===== src/rtl/seven_seg_scan_driver.sv =====
// Time-multiplexed common-anode 7-segment driver with shadow digit registers,
// leading-zero blanking and an anode-off guard interval between digits.
module seven_seg_scan_driver #(
  parameter int NUM_DIGITS   = 4,
  parameter int REFRESH_DIV  = 100000,
  parameter int GUARD_CYCLES = 8,
  parameter int HEX_ENABLE   = 0,
  parameter int BLANK_LZ     = 1,
  parameter int ACTIVE_LOW   = 1
) (
  input  logic                    i_CLK,
  input  logic                    i_RST_N,
  input  logic [4*NUM_DIGITS-1:0] i_DIGITS,
  input  logic [NUM_DIGITS-1:0]   i_DP,
  input  logic                    i_LOAD,
  output logic [6:0]              o_SEG,
  output logic                    o_DP,
  output logic [NUM_DIGITS-1:0]   o_AN,
  output logic                    o_SCAN_TICK
);

  localparam int IW      = $clog2(NUM_DIGITS);
  localparam int MAX_CNT = (REFRESH_DIV > GUARD_CYCLES) ? REFRESH_DIV : GUARD_CYCLES;
  localparam int TW      = (MAX_CNT > 1) ? $clog2(MAX_CNT) : 1;

  localparam logic [TW-1:0] DRIVE_LAST = TW'(REFRESH_DIV - 1);
  localparam logic [TW-1:0] GUARD_LAST = TW'((GUARD_CYCLES > 0) ? GUARD_CYCLES - 1 : 0);
  localparam logic [IW-1:0] LAST_IDX   = IW'(NUM_DIGITS - 1);
  localparam logic          POL        = (ACTIVE_LOW != 0);

  typedef enum logic {ST_GUARD, ST_DRIVE} state_e;

  state_e                  state_q, state_d;
  logic [TW-1:0]           timer_q, timer_d;
  logic [IW-1:0]           index_q, index_d;
  logic                    wrap_q, wrap_d;
  logic [4*NUM_DIGITS-1:0] shadow_digits_q, shadow_digits_d;
  logic [NUM_DIGITS-1:0]   shadow_dp_q, shadow_dp_d;
  logic [6:0]              seg_q, seg_d;
  logic                    dp_q, dp_d;
  logic [NUM_DIGITS-1:0]   an_q, an_d;
  logic                    tick_q, tick_d;

  logic [NUM_DIGITS-1:0]   blank;
  logic                    zero_run;
  logic [3:0]              active_digit;
  logic [6:0]              seg_raw;
  logic [NUM_DIGITS-1:0]   an_raw;

  function automatic logic [6:0] decode(input logic [3:0] v);
    logic [6:0] s;
    case (v)
      4'd0:    s = 7'h3F;
      4'd1:    s = 7'h06;
      4'd2:    s = 7'h5B;
      4'd3:    s = 7'h4F;
      4'd4:    s = 7'h66;
      4'd5:    s = 7'h6D;
      4'd6:    s = 7'h7D;
      4'd7:    s = 7'h07;
      4'd8:    s = 7'h7F;
      4'd9:    s = 7'h6F;
      4'd10:   s = 7'h77;
      4'd11:   s = 7'h7C;
      4'd12:   s = 7'h39;
      4'd13:   s = 7'h5E;
      4'd14:   s = 7'h79;
      default: s = 7'h71;
    endcase
    if (HEX_ENABLE == 0 && v > 4'd9) s = 7'h00;
    return s;
  endfunction

  // State register: every flop, including the shadow digits, is cleared by reset.
  always_ff @(posedge i_CLK) begin
    // NOTE: non-blocking assignments keep all flops updating from pre-edge values.
    if (!i_RST_N) begin
      state_q         <= ST_GUARD;
      timer_q         <= '0;
      index_q         <= '0;
      wrap_q          <= 1'b0;
      shadow_digits_q <= '0;
      shadow_dp_q     <= '0;
      seg_q           <= {7{POL}};
      dp_q            <= POL;
      an_q            <= {NUM_DIGITS{POL}};
      tick_q          <= 1'b0;
    end else begin
      state_q         <= state_d;
      timer_q         <= timer_d;
      index_q         <= index_d;
      wrap_q          <= wrap_d;
      shadow_digits_q <= shadow_digits_d;
      shadow_dp_q     <= shadow_dp_d;
      seg_q           <= seg_d;
      dp_q            <= dp_d;
      an_q            <= an_d;
      tick_q          <= tick_d;
    end
  end

  // Next-state: wrap_d marks the FSM cycle in which the index returns to 0.
  always_comb begin
    // NOTE: defaults first so no path through the case leaves a latch.
    state_d         = state_q;
    timer_d         = timer_q + 1'b1;
    index_d         = index_q;
    wrap_d          = 1'b0;
    shadow_digits_d = i_LOAD ? i_DIGITS : shadow_digits_q;
    shadow_dp_d     = i_LOAD ? i_DP : shadow_dp_q;
    case (state_q)
      ST_GUARD: begin
        if (GUARD_CYCLES == 0 || timer_q == GUARD_LAST) begin
          state_d = ST_DRIVE;
          timer_d = '0;
        end
      end
      default: begin
        if (timer_q == DRIVE_LAST) begin
          state_d = (GUARD_CYCLES == 0) ? ST_DRIVE : ST_GUARD;
          timer_d = '0;
          index_d = (index_q == LAST_IDX) ? '0 : index_q + 1'b1;
          wrap_d  = (index_q == LAST_IDX);
        end
      end
    endcase
  end

  // Output decode, registered one cycle behind the FSM.
  always_comb begin
    blank    = '0;
    zero_run = 1'b1;
    for (int k = NUM_DIGITS - 1; k >= 1; k--) begin
      zero_run = zero_run && (shadow_digits_q[4*k +: 4] == 4'd0) && !shadow_dp_q[k];
      blank[k] = zero_run && (BLANK_LZ != 0);
    end

    active_digit = shadow_digits_q[{index_q, 2'b00} +: 4];
    seg_raw      = '0;
    an_raw       = '0;
    dp_d         = POL;
    if (state_q == ST_DRIVE) begin
      seg_raw         = blank[index_q] ? 7'h00 : decode(active_digit);
      an_raw[index_q] = 1'b1;
      dp_d            = shadow_dp_q[index_q] ^ POL;
    end
    seg_d  = seg_raw ^ {7{POL}};
    an_d   = an_raw ^ {NUM_DIGITS{POL}};
    tick_d = wrap_q;
  end

  assign o_SEG       = seg_q;
  assign o_DP        = dp_q;
  assign o_AN        = an_q;
  assign o_SCAN_TICK = tick_q;

endmodule

===== config.mk =====
export PLATFORM = sky130hd
export DESIGN_NAME = seven_seg_scan_driver
export DESIGN_NICKNAME = d
export VERILOG_FILES = /design/src/rtl/seven_seg_scan_driver.sv
export SDC_FILE = /design/constraint.sdc
export NUM_CORES = 1
export LEC_CHECK = 0
export ABC_AREA = 1
export CAP_MARGIN = 20
export CORE_ASPECT_RATIO = 0.9
export CORE_MARGIN = 2
export CORE_UTILIZATION = 29
export CTS_BUF_LIST = sky130_fd_sc_hd__clkbuf_2 sky130_fd_sc_hd__clkbuf_4 sky130_fd_sc_hd__clkbuf_8
export DETAILED_ROUTE_END_ITERATION = 10
export PLACE_DENSITY = 0.56
export SYNTH_ARGS = -nofsm -noshare
export SYNTH_HDL_FRONTEND = slang
export SYNTH_SLANG_ARGS = --single-unit

===== constraint.sdc =====
create_clock -name i_CLK -period 5.7 [get_ports i_CLK]
set_clock_uncertainty 0.1 [all_clocks]
set_input_delay 0.57 -clock i_CLK [delete_from_list [all_inputs] [get_ports i_CLK]]
set_output_delay 0.57 -clock i_CLK [all_outputs]
set_load 0.01 [all_outputs]

==> results.toml, run 1 <==
[outcome]
status = "finished clean"

[placement]
dp_hpwl_um = 4109
dpl_cell_area_sq_um = 3014
gp_congestion = 0.8057
io_buffers = 35

[critical_path]
start_kind = "flop"
worstPathArrival_ns = 2.46
worst-setup-path-type = "reg2reg"
critPathCaptureType = "flop"
reg2reg_slack_ns = 3.39
path_max_fanout = 15
critPathRequiredTime_ns = 5.86

[die]
start_util = 0.2984
coreArea_sq_um = 8608
die_h_um = 93.29
die_w_um = 103.2
die_area_sq_um = 9627
rows = 32
io_pins = 36

[drt]
vias = 2171
wl_um = 5446
wl_per_cell_um = 10.78
antenna_left = 0
drtIter0Drc = 115
route.detailed.drc = 0
dr.pass1.iters = 6
viasPerCell = 4.299

[run]
drv_cap = 0

[yosys]
synth_commonest_cells = "nor2_1 (88), nand2_1 (79), dfxtp_1 (54), o21ai_0 (27), nand3_1 (19)"
synthArstFlopShare = 0
synthesis.area_sq_um = 2569
ys_warn_count = 0
synthTopCellsByArea = "dfxtp_1 (42%), nor2_1 (13%), nand2_1 (12%)"
yosysTopAreaCellShare = 0.4208
synth-edff-count = 0
syn_area_per_cell_sq_um = 7.277
yosys.area.top_type = "dfxtp_1"
synth_most_common_cell = "nor2_1"
syn_inst = 353
netlist-cell-type-count = 31
ys_ff_latch = 54
ys.flop_type = "dfxtp_1"
yosysSeqAreaShare = 0.4208
syn_nets = 387

[sta]
finalHoldViolations = 0
tightest_slew_ns = 0.8041
slew_violations = 0
rsz0062_at_grt = "no"
min_period_over_period = 0.4045
tns_ns = 0
setup_viol = 0
slew_headroom = 0.4623
fin_crit_ns = 2.306
fmax_ghz = 0.4337

[finish]
multiInputGateArea_sq_um = 1353
design_area_sq_um = 3128
fin_nets = 419
register_area_sq_um = 1081
num-fill-cells = 913
drive_above_1_share = 0.09067
diodes = 0
area_delta_synth_final_pct = 21.77

[cts]
cts_setup_buffers = 0
htreeDepth = 2
ctsResizeCount = 0
cts_root_buf = "clkbuf_8"
clockBufferDepth = 2
cts_buffers = 5
cts_tree = "yes"
clkSinkCount = 54
clk_pin_slew_ns = 0.10
worstSkewPairLatency_ns = 0.31
hold_buffers = 0

[global_route]
grt_max_degree = 27
grt_antenna_before_repair = 0
grt_pass1_wl_um = 8935
grt-ovfl-total = 0
first_global_vias = 1944
track_usage = 0.1185

[worst_hold_path]
min_path_type = "reg2reg"

[pwr]
power_density_nw_per_um2 = 231.1
p_leak_nw = 1.295
ir_drop_mv = 0.09079
==> flip-flops by register name, indices dropped and copies added, names as in the netlist <==
signal	flops
o_SEG	7
o_DP	1
state_q	1
index_q	2
o_AN	4
shadow_digits_q	16
shadow_dp_q	4
o_SCAN_TICK	1
timer_q	17
tick_d	1
==> cell type report <==
type | count | area share
clock buffer | 5 | 0.02200
clock inverter | 3 | 0.01440
inverter | 21 | 0.02600
multi-input combinational | 268 | 0.4324
sequential | 54 | 0.3456
tap | 119 | 0.04760
timing repair buffer | 35 | 0.1120
==> per-stage QoR <==
step / hold slack [ns] / instances / power [mW] / utilization / worst slack, ns
finish: 0.3211 / 505 / 0.7228 / 0.3634 / 3.394
global route: 0.3454 / 505 / 0.7564 / 0.3634 / 3.200
CTS: 0.3238 / 505 / 0.7334 / 0.3634 / 3.399
detailed placement: 0.3015 / 497 / 0.4766 / 0.3501 / 3.158
global placement: 0.2983 / 497 / 0.4757 / 0.3501 / 3.208
floorplan: 0.2905 / 353 / 0.4489 / - / 3.873
==> critical path: stages (launching register included) <==
cell	delay (ns)
dfxtp_1	0.66
inv_2	0.24
nand2_1	0.13
nand2_1	0.06
nand2_1	0.06
nand2_1	0.11
ha_1	0.26
or2_2	0.32
a21oi_2	0.18
nor2_4	0.07
nand2_1	0.07
==> cells in the final DEF (no fill, tap or decap) <==
cell and n:
xnor2_1 4, o32ai_1 1, clkdlybuf4s50_1 35, clkinvlp_4 2, nor2_2 3, nand2_1 79, clkinv_1 1, clkbuf_8 5
bufinv_16 1, ha_1 11, nor2_1 88, nor2_4 3, inv_1 13, a31oi_1 1, nand4_1 3, nand3_1 19
nand3b_1 2, inv_2 6, nand2_4 2, and3b_1 1, nand3_2 5, nor3_1 5, a21oi_2 1, dfxtp_1 54
nand2_2 4, o21ai_1 1, nand3_4 1, or2_2 1, inv_4 1, o21ai_0 27, xor2_1 6
==> report_power, final <==
| part | switching [mW] | internal [mW] |
|---|---|---|
| logic | 0.0380 | 0.0325 |
| registers | 0.00822 | 0.389 |
| clock network | 0.124 | 0.131 |
| total | 0.171 | 0.552 |
==> kinds of logic after synthesis <==
| logic type | synth area share |
|---|---|
| AO/OA/AOI/OAI | 0.06381 |
| XOR/XNOR | 0.03409 |
| adder cells (fa/ha/maj) | 0.05358 |
| buffers and inverters | 0.05260 |
| flip-flops | 0.4208 |
| AND/OR/NAND/NOR | 0.3751 |
==> final timing paths <==
path	startpoint	to	cells past startpoint
hold reg to reg	tick_d$_SDFF_PN0_	o_SCAN_TICK$_SDFF_PN0_	2
hold / removal	tick_d$_SDFF_PN0_	o_SCAN_TICK$_SDFF_PN0_	2
setup reg to reg	index_q[0]$_SDFFE_PN0P_	o_SEG[3]$_SDFF_PN1_	10
setup / recovery	index_q[0]$_SDFFE_PN0P_	o_SEG[3]$_SDFF_PN1_	10
==> layer usage <==
metal,share of wire,global-route usage
met3,0.046,0.03363
met2,0.41,0.1759
met5,0,0
met1,0.54,0.1671
met4,0.011,0.03289
(Power assumes the default switching activity.)
==> run 2: changes to the inputs <==
Settings changed: PLACE_DENSITY 0.56 to 0.57.
Clock period 5.7 ns to 1.87 ns, I/O delays scaled along.
==> run 2 against run 1 <==
Effect of this change: first-iteration DRC count fell by 30%; register-to-register slack worse by 3.3 ns; maximum frequency rose by 33%; largest power group unchanged.
==> results.toml, run 2 (synthesized netlist as in run 1, its figures left out) <==
[placement]
post-place-ws_ns = 0.01107
dp_hpwl_um = 4209
dpl_cell_area_sq_um = 3104
gp_congestion = 0.8065
dp_cells = 509
io_buffers = 35

[critical_path]
worst-setup-path-type = "reg2reg"
critPathRequiredTime_ns = 2.02
path_max_fanout = 8
critPathCaptureType = "flop"
worstPathArrival_ns = 1.89
start_kind = "flop"

[sta]
hold_slack_ns = 0.3231
tightest_slew_ns = 0.6166
fin_crit_ns = 1.738
setup_viol = 0
fmax_ghz = 0.5752
rsz0062_at_grt = "no"
slew_violations = 0
slew_headroom = 0.5885
min_period_over_period = 0.9296
finalHoldViolations = 0
tns_ns = 0
finalWorstSetupSlack_ns = 0.1316

[global_route]
grt-ovfl-total = 0
grt_max_degree = 21
grt_antenna_before_repair = 0
grt_pass1_wl_um = 9522
first_global_vias = 2032
track_usage = 0.1251

[finish]
largest_reg_flops = 17
area_delta_synth_final_pct = 25.23
regMostFlops = "timer_q"
drive_above_1_share = 0.1231
stdcell_count = 517
layout_commonest_cell = "nor2_1"
diodes = 0
fin_nets = 431
utilization = 0.3737
final_cell_mix = "nor2_1 (88), nand2_1 (79), dfxtp_1 (52), clkdlybuf4s50_1 (35), o21ai_0 (27)"
design_area_sq_um = 3217

[drt]
route.detailed.drc = 0
wl_per_cell_um = 10.77
dr.pass1.iters = 4
vias = 2206
viasPerCell = 4.267
antenna_left = 0
drtIter0Drc = 81
wl_um = 5568

[pwr]
p_total_mw = 2.144
p_leak_nw = 1.359
power_density_nw_per_um2 = 666.5
ir_drop_mv = 0.2771

[cts]
worstSkewPairLatency_ns = 0.30
cts_buffers = 5
clkSinkCount = 54
clk_pin_slew_ns = 0.09
cts_root_buf = "clkbuf_8"
cts_setup_buffers = 0
hold_buffers = 0
htreeDepth = 2
clockBufferDepth = 2
cts_tree = "yes"
ctsResizeCount = 1

[die]
io_pins = 36
die_w_um = 103.2
rows = 32
start_util = 0.2984
coreArea_sq_um = 8608
die_h_um = 93.29
die_area_sq_um = 9627

[run]
drv_cap = 0

[worst_hold_path]
min_path_type = "reg2reg"

[outcome]
status = "finished clean"
-- run 2: worst max-delay path: stages (launching register included) --
cell and delay (ns):
dfxtp_4 0.41, inv_4 0.06, nand2_1 0.08, nand2_1 0.06, nand2_1 0.05, nand2_1 0.07, ha_1 0.21, or2_2 0.30
a21oi_2 0.19, nor2_4 0.08, nand2_1 0.07
-- run 2: power by group --
group / total (mW) / switching (mW) / internal (mW) / leakage, nW
logic: 0.225 / 0.117 / 0.108 / 0.862
registers: 1.21 / 0.0266 / 1.18 / 0.443
clock network: 0.708 / 0.368 / 0.340 / 0.0544
total: 2.14 / 0.512 / 1.63 / 1.36
-- run 2: final timing paths --
path,slack [ns],depth (start not counted),end,start
min reg2reg,0.32,2,o_SCAN_TICK$_SDFF_PN0_,tick_d$_SDFF_PN0_
min,0.32,2,o_SCAN_TICK$_SDFF_PN0_,tick_d$_SDFF_PN0_
max reg2reg,0.13,10,o_SEG[1]$_SDFF_PN1_,index_q[0]$_SDFFE_PN0P_
max,0.13,10,o_SEG[1]$_SDFF_PN1_,index_q[0]$_SDFFE_PN0P_
-- run 2: layout make-up --
cell class,instances,area (sq um)
fill,911,5391
multi-input combinational,268,1353
clock inverter,1,8.758
sequential,54,1086
timing repair buffer,47,440.4
tap,119,148.9
clock buffer,7,96.34
inverter,21,83.83
-- run 2: metal layers --
layer | track usage | wire length, um | vias to the layer above
met3 | 0.03214 | 263 | 5
met1 | 0.1816 | 3019 | 964
li1 | - | - | 1202
met5 | 0 | 0 | -
met2 | 0.1813 | 2210 | 35
met4 | 0.03618 | 75 | 0
==> run 3: changes to the inputs <==
Settings changed: CORE_MARGIN 2 to 5, DONT_BUFFER_PORTS set to 1, PLACE_DENSITY 0.57 to 0.52.
==> run 3 against run 2 <==
Effect of this change: critical path depth is the same; critical path type unchanged; critical endpoint is now o_SEG[6]$_SDFF_PN1_; routed wire length is 4.0% higher; combinational power fell by 8%; largest cell class unchanged.
==> results.toml, run 3 (synthesized netlist as in run 1, its figures left out) <==
[outcome]
status = "finished clean"

[sta]
tightest_slew_ns = 0.7507
rsz0062_at_grt = "no"
finalHoldViolations = 0
finalWorstSetupSlack_ns = 0.1465
fin_crit_ns = 1.723
hold_slack_ns = 0.03190
slew_headroom = 0.4979
slew_violations = 0
setup_viol = 0
tns_ns = 0
min_period_over_period = 0.9217
fmax_ghz = 0.5802

[global_route]
track_usage = 0.1102
first_global_vias = 2075
grt_antenna_before_repair = 0
grt_max_degree = 24
grt-ovfl-total = 0
grt_pass1_wl_um = 9742

[critical_path]
worstReg2RegStart = "index_q[0]$_SDFFE_PN0P_"
worstPathArrival_ns = 1.88
start_kind = "flop"
worst-setup-path-type = "reg2reg"
r2r-end = "o_SEG[6]$_SDFF_PN1_"
path_max_fanout = 7
worst-r2r-cell-count = 10
critPathRequiredTime_ns = 2.02
reg2reg_slack_ns = 0.15
critPathCaptureType = "flop"

[finish]
stdcell_count = 500
fin_nets = 415
final_cell_mix = "nor2_1 (88), nand2_1 (79), dfxtp_1 (52), o21ai_0 (27), dlygate4sd3_1 (22)"
regMostFlops = "timer_q"
largest_reg_flops = 17
diodes = 0
layout_commonest_cell = "nor2_1"
area_delta_synth_final_pct = 18.56
drive_above_1_share = 0.1207

[drt]
antenna_left = 0
wl_per_cell_um = 11.58
dr.pass1.iters = 4
vias = 2210
drtIter0Drc = 114
wl_um = 5790
viasPerCell = 4.420
route.detailed.drc = 0

[cts]
cts_root_buf = "clkbuf_8"
cts_buffers = 5
clockBufferDepth = 2
htreeDepth = 2
clkSinkCount = 54
cts_setup_buffers = 0
clk_pin_slew_ns = 0.09
worstSkewPairLatency_ns = 0.30
cts_tree = "yes"

[placement]
dp_cells = 471
gp_congestion = 0.7674
dp_hpwl_um = 4271
post-place-ws_ns = 0.09695
io_buffers = 0

[die]
coreArea_sq_um = 8608
die_w_um = 109.2
rows = 32
io_pins = 36
die_area_sq_um = 10840
die_h_um = 99.29
start_util = 0.2984

[pwr]
p_leak_nw = 1.282
power_density_nw_per_um2 = 672.7
ir_drop_mv = 0.2837
p_total_mw = 2.049

[worst_hold_path]
hold_depth = 3
hp-start = "i_RST_N"
whs_endpoint = "o_AN[2]$_SDFF_PN1_"
min_path_type = "in2reg"

[run]
drv_cap = 0
-- run 3: metal layers --
metal,part of all wire,track usage,vias up
li1,-,-,1170
met1,0.52,0.1573,991
met2,0.41,0.1615,45
met3,0.064,0.03439,4
met4,0.0069,0.02589,0
met5,0,0,-
-- run 3: repair_timing --
item / in CTS / in global routing
hold endpoints to repair: 23 / 0
endpoints found under the setup margin: 0 / 7
hold buffers: 22 / 0
gates resized for setup: 0 / 5
-- run 3: worst max-delay path, stage by stage (launching register included) --
cell	delay [ns]
dfxtp_4	0.37
buf_4	0.14
nand2_1	0.08
nand2_1	0.05
nand2_1	0.05
nand2_1	0.07
ha_2	0.20
or2_2	0.30
a21oi_2	0.18
nor2_4	0.08
nand2_1	0.06
-- run 3: through the flow --
stage,instance area [sq um],utilization
finish,3045,0.3538
global route,3045,0.3538
CTS,3035,0.3526
detailed placement,2731,0.3173
global placement,2731,0.3173
floorplan,2569,-
-- run 3: worst max-delay path by stage --
stage	startpoint	end	slack [ns]	cells past startpoint
6_report	index_q[0]$_SDFFE_PN0P_	o_SEG[6]$_SDFF_PN1_	0.15	10
4_1_cts	index_q[0]$_SDFFE_PN0P_	o_SEG[6]$_SDFF_PN1_	0.07	9
3_5_place_dp	index_q[0]$_SDFFE_PN0P_	o_SEG[6]$_SDFF_PN1_	0.1	9
5_1_grt	index_q[0]$_SDFFE_PN0P_	o_SEG[6]$_SDFF_PN1_	0.007	9
2_1_floorplan	index_q[0]$_SDFFE_PN0P_	o_SEG[0]$_SDFF_PN1_	0.04	11
3_3_place_gp	index_q[0]$_SDFFE_PN0P_	o_SEG[1]$_SDFF_PN1_	0.12	9
-- run 3: area by class of cell --
class | count | area [sq um]
inverters | 21 | 83.83
clock buffers | 6 | 76.32
repair buffers | 31 | 287.8
flip-flops and latches | 54 | 1086
well taps | 119 | 148.9
clock inverters | 1 | 7.507
multi-input cells | 268 | 1355
fillers | 928 | 5563
-- run 3: power by group --
group	switching (mW)	internal [mW]	total [mW]	leakage, nW
Clock	0.358	0.272	0.630	0.0407
Sequential	0.0264	1.18	1.21	0.443
Combinational	0.116	0.0928	0.208	0.798
